### config.mk
export PLATFORM = sky130hd
export DESIGN_NAME = pwm_duty_sequencer_flat
export DESIGN_NICKNAME = d
export VERILOG_FILES = /design/src/rtl/pwm_duty_sequencer_if.sv /design/src/rtl/pwm_duty_sequencer.sv /design/src/flat_wrapper.sv
export SDC_FILE = /design/constraint.sdc
export NUM_CORES = 1
export LEC_CHECK = 0
export BUFFER_PORTS_ARGS = -buffer_cell sky130_fd_sc_hd__buf_2
export CAP_MARGIN = 40
export CORE_MARGIN = 3
export CORE_UTILIZATION = 35
export CTS_BUF_LIST = sky130_fd_sc_hd__clkbuf_4 sky130_fd_sc_hd__clkbuf_8
export DETAILED_ROUTE_END_ITERATION = 10
export SLEW_MARGIN = 20
export SYNTH_ARGS = -nofsm -noshare
export SYNTH_HDL_FRONTEND = slang
export SYNTH_SLANG_ARGS = --single-unit
export TNS_END_PERCENT = 1
### constraint.sdc
create_clock -name clkin -period 2.1 [get_ports clkin]
set_input_delay 0.105 -clock clkin [delete_from_list [all_inputs] [get_ports clkin]]
set_output_delay 0.105 -clock clkin [all_outputs]
set_load 0.03 [all_outputs]
### src/rtl/pwm_duty_sequencer_if.sv
// Command handshake between the control/register logic and pwm_duty_sequencer.
interface pwm_duty_sequencer_if;
   logic       cmd_valid;
   logic [7:0] cmd_duty;
   logic       cmd_ready;

   modport master (output cmd_valid, output cmd_duty, input cmd_ready);
   modport slave  (input cmd_valid, input cmd_duty, output cmd_ready);
endinterface

### src/rtl/pwm_duty_sequencer.sv
// Walks the PWM dutyCycle toward a clamped target, committing only on period boundaries.
// Macro PWM_SEQ_RAMP_EN enables stepped ramping; without it the target is committed in one step.
module pwm_duty_sequencer #(
   parameter int RAMP_DIV = 1000,
   parameter int STEP     = 1
) (
   input  logic                        clkin,
   input  logic                        rst_n,
   pwm_duty_sequencer_if.slave         cmd,
   input  logic                        estop,
   input  logic                        period_start,
   output logic [7:0]                  duty_out,
   output logic                        duty_load,
   output logic                        busy,
   output logic                        at_target,
   output logic                        err_range
);

   typedef enum logic [1:0] {ST_IDLE, ST_RAMP, ST_STOP} state_t;

   if (RAMP_DIV < 1 || RAMP_DIV > 65535 || STEP < 1 || STEP > 100) begin : g_param_check
      $error("pwm_duty_sequencer: RAMP_DIV or STEP out of range");
   end

   state_t     state, state_nx;
   logic [7:0] target, target_nx;
   logic [7:0] duty_nx;
   logic       pend_valid, pend_valid_nx;
   logic [7:0] pend_val, pend_val_nx;
   logic       load_nx, err_nx;
   logic       accept;

   function automatic logic [7:0] clamp_duty(input logic [7:0] d);
      return (d > 8'd100) ? 8'd100 : d;
   endfunction

`ifdef PWM_SEQ_RAMP_EN
   localparam logic [15:0]       TICK_LAST = 16'(RAMP_DIV - 1);
   localparam logic signed [8:0] STEP_S    = 9'(STEP);
   localparam logic [7:0]        STEP_U    = 8'(STEP);

   logic [15:0] tick_cnt, tick_nx;

   // Signed distance decides direction; a short remaining gap lands exactly on the target.
   function automatic logic [7:0] step_toward(input logic [7:0] cur, input logic [7:0] tgt);
      logic signed [8:0] diff;
      diff = $signed({1'b0, tgt}) - $signed({1'b0, cur});
      if (diff <= STEP_S && diff >= -STEP_S)
         return tgt;
      else if (diff > 9'sd0)
         return cur + STEP_U;
      else
         return cur - STEP_U;
   endfunction
`endif

   assign cmd.cmd_ready = (state == ST_IDLE) & ~estop;
   assign accept        = cmd.cmd_valid & cmd.cmd_ready;
   assign busy          = (state == ST_RAMP);
   assign at_target     = (duty_out == target) & ~pend_valid;

   always_comb begin
      state_nx      = state;
      target_nx     = target;
      duty_nx       = duty_out;
      pend_valid_nx = pend_valid;
      pend_val_nx   = pend_val;
      load_nx       = 1'b0;
      err_nx        = 1'b0;
`ifdef PWM_SEQ_RAMP_EN
      tick_nx       = tick_cnt;
`endif
      // Emergency stop overrides commit, staging and accept, without waiting for a boundary.
      if (estop) begin
         state_nx      = ST_STOP;
         duty_nx       = 8'd0;
         load_nx       = (duty_out != 8'd0);
         pend_valid_nx = 1'b0;
         target_nx     = 8'd0;
      end else begin
         unique case (state)
            ST_IDLE: begin
               if (accept) begin
                  target_nx = clamp_duty(cmd.cmd_duty);
                  err_nx    = (cmd.cmd_duty > 8'd100);
                  state_nx  = ST_RAMP;
`ifdef PWM_SEQ_RAMP_EN
                  tick_nx   = 16'd0;
`else
                  if (clamp_duty(cmd.cmd_duty) != duty_out) begin
                     pend_valid_nx = 1'b1;
                     pend_val_nx   = clamp_duty(cmd.cmd_duty);
                  end
`endif
               end
            end
            ST_RAMP: begin
               if (pend_valid && period_start) begin
                  duty_nx       = pend_val;
                  pend_valid_nx = 1'b0;
                  load_nx       = 1'b1;
               end
               if (duty_out == target && !pend_valid)
                  state_nx = ST_IDLE;
`ifdef PWM_SEQ_RAMP_EN
               else if (pend_valid)
                  tick_nx = 16'd0;
               else if (tick_cnt == TICK_LAST) begin
                  pend_val_nx   = step_toward(duty_out, target);
                  pend_valid_nx = 1'b1;
                  tick_nx       = 16'd0;
               end else
                  tick_nx = tick_cnt + 16'd1;
`endif
            end
            ST_STOP: state_nx = ST_IDLE;
            default: state_nx = ST_IDLE;
         endcase
      end
   end

   always_ff @(posedge clkin or negedge rst_n) begin
      if (!rst_n) begin
         state      <= ST_IDLE;
         target     <= 8'd0;
         duty_out   <= 8'd0;
         pend_valid <= 1'b0;
         pend_val   <= 8'd0;
         duty_load  <= 1'b0;
         err_range  <= 1'b0;
`ifdef PWM_SEQ_RAMP_EN
         tick_cnt   <= 16'd0;
`endif
      end else begin
         state      <= state_nx;
         target     <= target_nx;
         duty_out   <= duty_nx;
         pend_valid <= pend_valid_nx;
         pend_val   <= pend_val_nx;
         duty_load  <= load_nx;
         err_range  <= err_nx;
`ifdef PWM_SEQ_RAMP_EN
         tick_cnt   <= tick_nx;
`endif
      end
   end

endmodule

### src/flat_wrapper.sv
// flat-port wrapper written by rule: the top's interface ports become plain ports
module pwm_duty_sequencer_flat 
#(
   parameter int RAMP_DIV = 1000,
   parameter int STEP     = 1
)
  (clkin, rst_n, estop, period_start, duty_out, duty_load, busy, at_target, err_range, cmd_cmd_valid, cmd_cmd_duty, cmd_cmd_ready);
  pwm_duty_sequencer_if cmd_i ();
  input  logic clkin;
  input  logic rst_n;
  input  logic estop;
  input  logic period_start;
  output logic [7:0] duty_out;
  output logic duty_load;
  output logic busy;
  output logic at_target;
  output logic err_range;
  input wire logic [$bits(cmd_i.cmd_valid)-1:0] cmd_cmd_valid;
  input wire logic [$bits(cmd_i.cmd_duty)-1:0] cmd_cmd_duty;
  output wire logic [$bits(cmd_i.cmd_ready)-1:0] cmd_cmd_ready;
  assign cmd_i.cmd_valid = cmd_cmd_valid;
  assign cmd_i.cmd_duty = cmd_cmd_duty;
  assign cmd_cmd_ready = cmd_i.cmd_ready;
  pwm_duty_sequencer #(.RAMP_DIV(RAMP_DIV), .STEP(STEP)) u_core (.clkin(clkin), .rst_n(rst_n), .cmd(cmd_i), .estop(estop), .period_start(period_start), .duty_out(duty_out), .duty_load(duty_load), .busy(busy), .at_target(at_target), .err_range(err_range));
endmodule
==> impl_metrics.toml, run 1 <==
[timing]
layout_min_cycle_time_ps = 1873
timing.fmax_ghz = 0.5339
tightestPinTransition_ps = 631.6
fin_setup_tns_ps = 0
final_hold_viol_count = 0
drv_slew = 0
skew_ps = 6.241
rsz0062_at_grt = "false"
relSlewSlack_pct = 57.89
post-route-period-util_pct = 89.20
setup_violations = 0

[run_status]
status = "finished clean"

[power]
p_leak_nw = 0.8161
irDropWorstVdd_uv = 380.3
power_density_nw_per_um2 = 723.5

[logic_synthesis]
yosysSeqAreaShare_pct = 49.15
synth_most_common_cell = "dfrtp_1"
synth_seq_cells = 29
synth_ff_type = "dfrtp_1"
synth-warning-count = 0
synth_commonest_cells = "29 x dfrtp_1, 10 x o21ai_0, 9 x nand2_1, 9 x nand3b_1"
post_synth_inst_count = 134
synth.distinct_cells = 40
ys_top_cells_by_area = "dfrtp_1 49%, a22o_1 4.7%, xnor2_1 4.7%, nand3b_1 4.6%, o21ai_0 3.4%"
async_flop_share_pct = 100.0
synth_area_per_cell_um2 = 11.02
synth_edf_count = 0
synth.largest_area_cell = "dfrtp_1"
synth_top_area_share_pct = 49.15
syn-num-nets = 147
synth_area_um2 = 1476

[drt]
wire_per_inst_um = 15.96
drc_errors = 0
viasPerCell = 5.407
drtIter0Drc = 105
firstDrtPassIters = 4
wl_um = 3415
routed-via-count = 1157
ant_nets = 0

[global_route]
grtUsageTotal_pct = 14.21
antenna_found_initial = 0
grt_pass1_wl_um = 5513
grt_overflow_total = 0
grt_max_degree = 30
grt_pass1_vias = 1139

[floorplanning]
ioPinCount = 26
die_x_um = 70.95
die_area_um2 = 5034
die_y_um = 70.95
num_rows = 22
coreArea_um2 = 3854
start_util_pct = 38.31

[run]
cap_violations = 0

[final_layout]
final_core_util_pct = 46.17
fillers = 379
fin_nets = 178
drive_gt1_share_pct = 30.12
areaGrowthSynthToFinish_pct = 20.51
antennaDiodeCount = 0

[setup_path]
critical_path_buf_inv_count = 1
cp_top_family = "simple AND/OR/NAND/NOR gates"
cp_cell_sequence = "nor3_2, nor3b_2, o2111ai_2, nor4_4, buf_4, o21ai_1, o31ai_1"
crit_slowest_cell = "dfrtp_1"
cp-end-kind = "register"
crit_required_ps = 2290
worstSetupPathType = "reg -> reg"
cp_max_fo = 8
startpoint_type = "register"
cpPeakStageDelay_ps = 410
cp_data_arrival_time_ps = 2060

[clocking]
clk_pin_slew_ps = 60
cts_max_path_buffers = 2
cts_max_level = 2
cts_sinks = 29
cts_root_buf = "clkbuf_8"
cts_buffers = 5
cts_tree = "built"
insertion_delay_ps = 290
cts_hold_buf = 1
postCtsSetupBuffers = 0
cts_resized = 0

[place]
place_congestion = 0.8677
placement.io_buffers = 25
hpwl_um = 2529

[worst_hold_path]
hold_class = "in -> reg"
## power by group
part | switching (mW) | internal (mW) | total, mW
clock network | 0.210 | 0.295 | 0.505
logic | 0.105 | 0.0632 | 0.168
registers | 0.0212 | 0.592 | 0.613
total | 0.336 | 0.951 | 1.29
## final timing paths
kind	startpoint	end	slack (ps)	depth (start not counted)
setup / recovery	u_core.state[1]$_DFFE_PN0P_	u_core.pend_val[5]$_DFFE_PN0P_	230	7
setup reg to reg	u_core.state[1]$_DFFE_PN0P_	u_core.pend_val[5]$_DFFE_PN0P_	230	7
min in group asynchronous	rst_n	u_core.pend_val[3]$_DFFE_PN0P_	370	2
max in group asynchronous	rst_n	u_core.state[0]$_DFFE_PN0P_	1310	2
hold / removal	estop	u_core.state[1]$_DFFE_PN0P_	80	1
hold reg to reg	u_core.pend_val[7]$_DFFE_PN0P_	u_core.duty_out[7]$_DFFE_PN0P_	500	1
## layout make-up
type / count / area (um2) / share of cell area, %
Sequential cell: 29 / 725.7 / 40.79
Multi-Input combinational cell: 96 / 711.9 / 40.01
Timing Repair Buffer: 31 / 172.7 / 9.705
Clock buffer: 7 / 96.34 / 5.415
Tap cell: 48 / 60.06 / 3.376
Inverter: 2 / 7.507 / 0.4219
Clock inverter: 1 / 5.005 / 0.2813
## sequential cells by signal (all words and copies together) (netlist names)
register and count:
u_core.target 8, u_core.duty_out 8, u_core.pend_val 8, u_core.state 2, u_core.err_range 1, u_core.duty_load 1
u_core.pend_valid 1
## metrics by stage
step	power (mW)	area [um2]	cells	hold WS [ps]	setup WS, ps
after floorplan	0.7234	1483	134	-190.6	76.63
after global placement	0.7857	1668	205	152.6	299.4
after detailed placement	0.7925	1668	205	165.7	202.7
after CTS	1.303	1779	214	61.59	201.2
after global routing	1.343	1779	214	84.09	80.91
final	1.287	1779	214	79.22	226.8
## cell families (layout without fill, tap and decap cells)
logic type	after synthesis	after routing	share of synthesized area, %
compound gates	42	42	21.36
simple gates	41	41	18.64
flops	29	29	49.15
xor+xnor	12	12	7.119
buf+inv	9	41	3.051
mux	1	1	0.6780
## layout by cell type, fill, tap and decap left out, drive strengths merged
cell type / instances
nor2: 9
nor3: 4
xnor2: 8
a21oi: 2
a22o: 8
nor3b: 1
inv: 2
nor2b: 2
o2111a: 1
a31oi: 2
nand3b: 9
nand4: 1
clkbuf: 7
xor2: 4
a21o: 1
dfrtp: 29
a22oi: 1
o22ai: 2
dlygate4sd3: 1
nor4b: 1
o2111ai: 1
nand2: 9
nor4: 3
o41ai: 1
o31ai: 6
nand3: 1
o21ai: 14
buf: 30
o211a: 1
and3b: 1
o31a: 1
mux2i: 1
clkinv: 1
o311a: 1
## metal layers
metal | global-route usage [%] | share of wire, %
met1 | 18.05 | 45
met2 | 23.07 | 48
met3 | 3.693 | 5.0
met4 | 5.637 | 1.6
met5 | 0 | 0
No activity file was read; power rests on OpenSTA's default activity.
==> run 2: changes to the inputs <==
Settings changed: BUFFER_PORTS_ARGS -buffer_cell sky130_fd_sc_hd__buf_2 to -buffer_cell sky130_fd_sc_hd__clkbuf_2.
==> impl_metrics.toml, run 2 (synthesis gave the netlist of run 1 again) <==
[run_status]
status = "finished clean"

[floorplanning]
die_area_um2 = 5034
ioPinCount = 26
coreArea_um2 = 3854
start_util_pct = 38.31
num_rows = 22
die_x_um = 70.95
die_y_um = 70.95

[final_layout]
fillers = 381
final_core_util_pct = 45.91
final_common_cell = "dfrtp_1"
antennaDiodeCount = 0
layout_common_cells = "29 x dfrtp_1, 25 x clkbuf_2, 10 x o21ai_0"
fin_nets = 178
reg_top3 = "u_core.duty_out (8), u_core.pend_val (8), u_core.target (8)"
drive_gt1_share_pct = 30.12
areaGrowthSynthToFinish_pct = 19.83

[timing]
post-route-period-util_pct = 90.04
setup_violations = 0
tightestPinTransition_ps = 712.6
fin_setup_tns_ps = 0
layout_min_cycle_time_ps = 1891
drv_slew = 0
final_hold_viol_count = 0
relSlewSlack_pct = 52.49
holdWs_ps = 119.5
rsz0062_at_grt = "false"
timing.fmax_ghz = 0.5289
skew_ps = 4.315

[clocking]
postCtsSetupBuffers = 0
cts_sinks = 29
cts_resized = 0
cts_tree = "built"
cts_max_level = 2
clk_pin_slew_ps = 60
cts_root_buf = "clkbuf_8"
cts_buffers = 5
cts_max_path_buffers = 2
insertion_delay_ps = 280

[setup_path]
reg2reg_from = "u_core.duty_out[1]$_DFFE_PN0P_"
crit_slowest_cell = "dfrtp_1"
cp_max_fo = 8
timing.rr.end = "u_core.pend_val[4]$_DFFE_PN0P_"
cp-end-kind = "register"
startpoint = "u_core.duty_out[1]$_DFFE_PN0P_"
worst-path-stages = 7
startpoint_type = "register"
rrSetupSlack_ps = 210
cpPeakStageDelay_ps = 480
cp_data_arrival_time_ps = 2080
critical_path_buf_inv_count = 1
cp_top_family = "flip-flops"
ff2ff_path_depth = 7
worstSetupPathType = "reg -> reg"
cp-endpoint = "u_core.pend_val[4]$_DFFE_PN0P_"
cp_cell_sequence = "xor2_1, o22ai_1, a21oi_2, nor4_4, buf_4, o21ai_1, o31ai_1"
crit_required_ps = 2290

[drt]
viasPerCell = 5.547
drc_errors = 0
routed-via-count = 1187
firstDrtPassIters = 4
wire_per_inst_um = 15.93
drtIter0Drc = 49
wl_um = 3410
ant_nets = 0

[power]
p_leak_nw = 0.8043
power_density_nw_per_um2 = 707.2
irDropWorstVdd_uv = 422.6

[run]
cap_violations = 0

[global_route]
grt_max_degree = 30
grt_pass1_wl_um = 5671
grt_overflow_total = 0
grt_pass1_vias = 1161
antenna_found_initial = 0
grtUsageTotal_pct = 14.74

[worst_hold_path]
hold_class = "in -> reg"

[place]
placement.io_buffers = 25
hpwl_um = 2499
place_congestion = 0.8611
run 2: cell count changes in the layout (fill, tap and decap cells not counted):
cell      delta
buf_2       -25
clkbuf_4     +3
clkbuf_8     -2
clkinv_2     -1
clkbuf_2    +25
run 2: cell type report:
class                      count  area (um2)  area share (%)
clock buffer                   8       91.34           5.163
timing repair buffer          31       172.7           9.760
sequential                    29       725.7           41.02
inverter                       2       7.507          0.4243
tap                           48       60.06           3.395
multi-input combinational     96       711.9           40.24
run 2: report_power, final:
part | leakage [nW] | internal (mW) | switching (mW) | total [mW]
sequential | 0.387 | 0.592 | 0.0216 | 0.614
clock | 0.0498 | 0.273 | 0.197 | 0.470
combinational | 0.367 | 0.0627 | 0.104 | 0.167
run 2: worst min path at each step:
stage,startpoint,endpoint,cells past startpoint
3_3_place_gp,rst_n,u_core.duty_out[6]$_DFFE_PN0P_,1
3_5_place_dp,rst_n,u_core.target[5]$_DFFE_PN0P_,1
5_1_grt,estop,u_core.state[1]$_DFFE_PN0P_,1
2_1_floorplan,rst_n,u_core.duty_load$_DFF_PN0_,0
6_report,estop,u_core.state[1]$_DFFE_PN0P_,1
4_1_cts,estop,u_core.state[1]$_DFFE_PN0P_,1
run 2: metal layers:
metal	global-route usage [%]	share of wire (%)
met1	17.96	44
met2	23.07	48
met3	6.108	5.9
met4	6.054	1.3
met5	0	0
run 2: repair_timing:
action	in CTS	in global routing
hold buffers	1	0
setup endpoints to repair	0	0
hold endpoints to repair	29	0
run 2: metrics by stage:
step	area [um2]	instances	setup WS (ps)	total power, mW
2_1_floorplan	1483	134	76.63	0.7234
3_3_place_gp	1668	205	297.4	0.7856
3_5_place_dp	1668	205	212.3	0.7904
4_1_cts	1769	214	205.0	1.265
5_1_grt	1769	214	8.851	1.318
6_report	1769	214	209.1	1.251
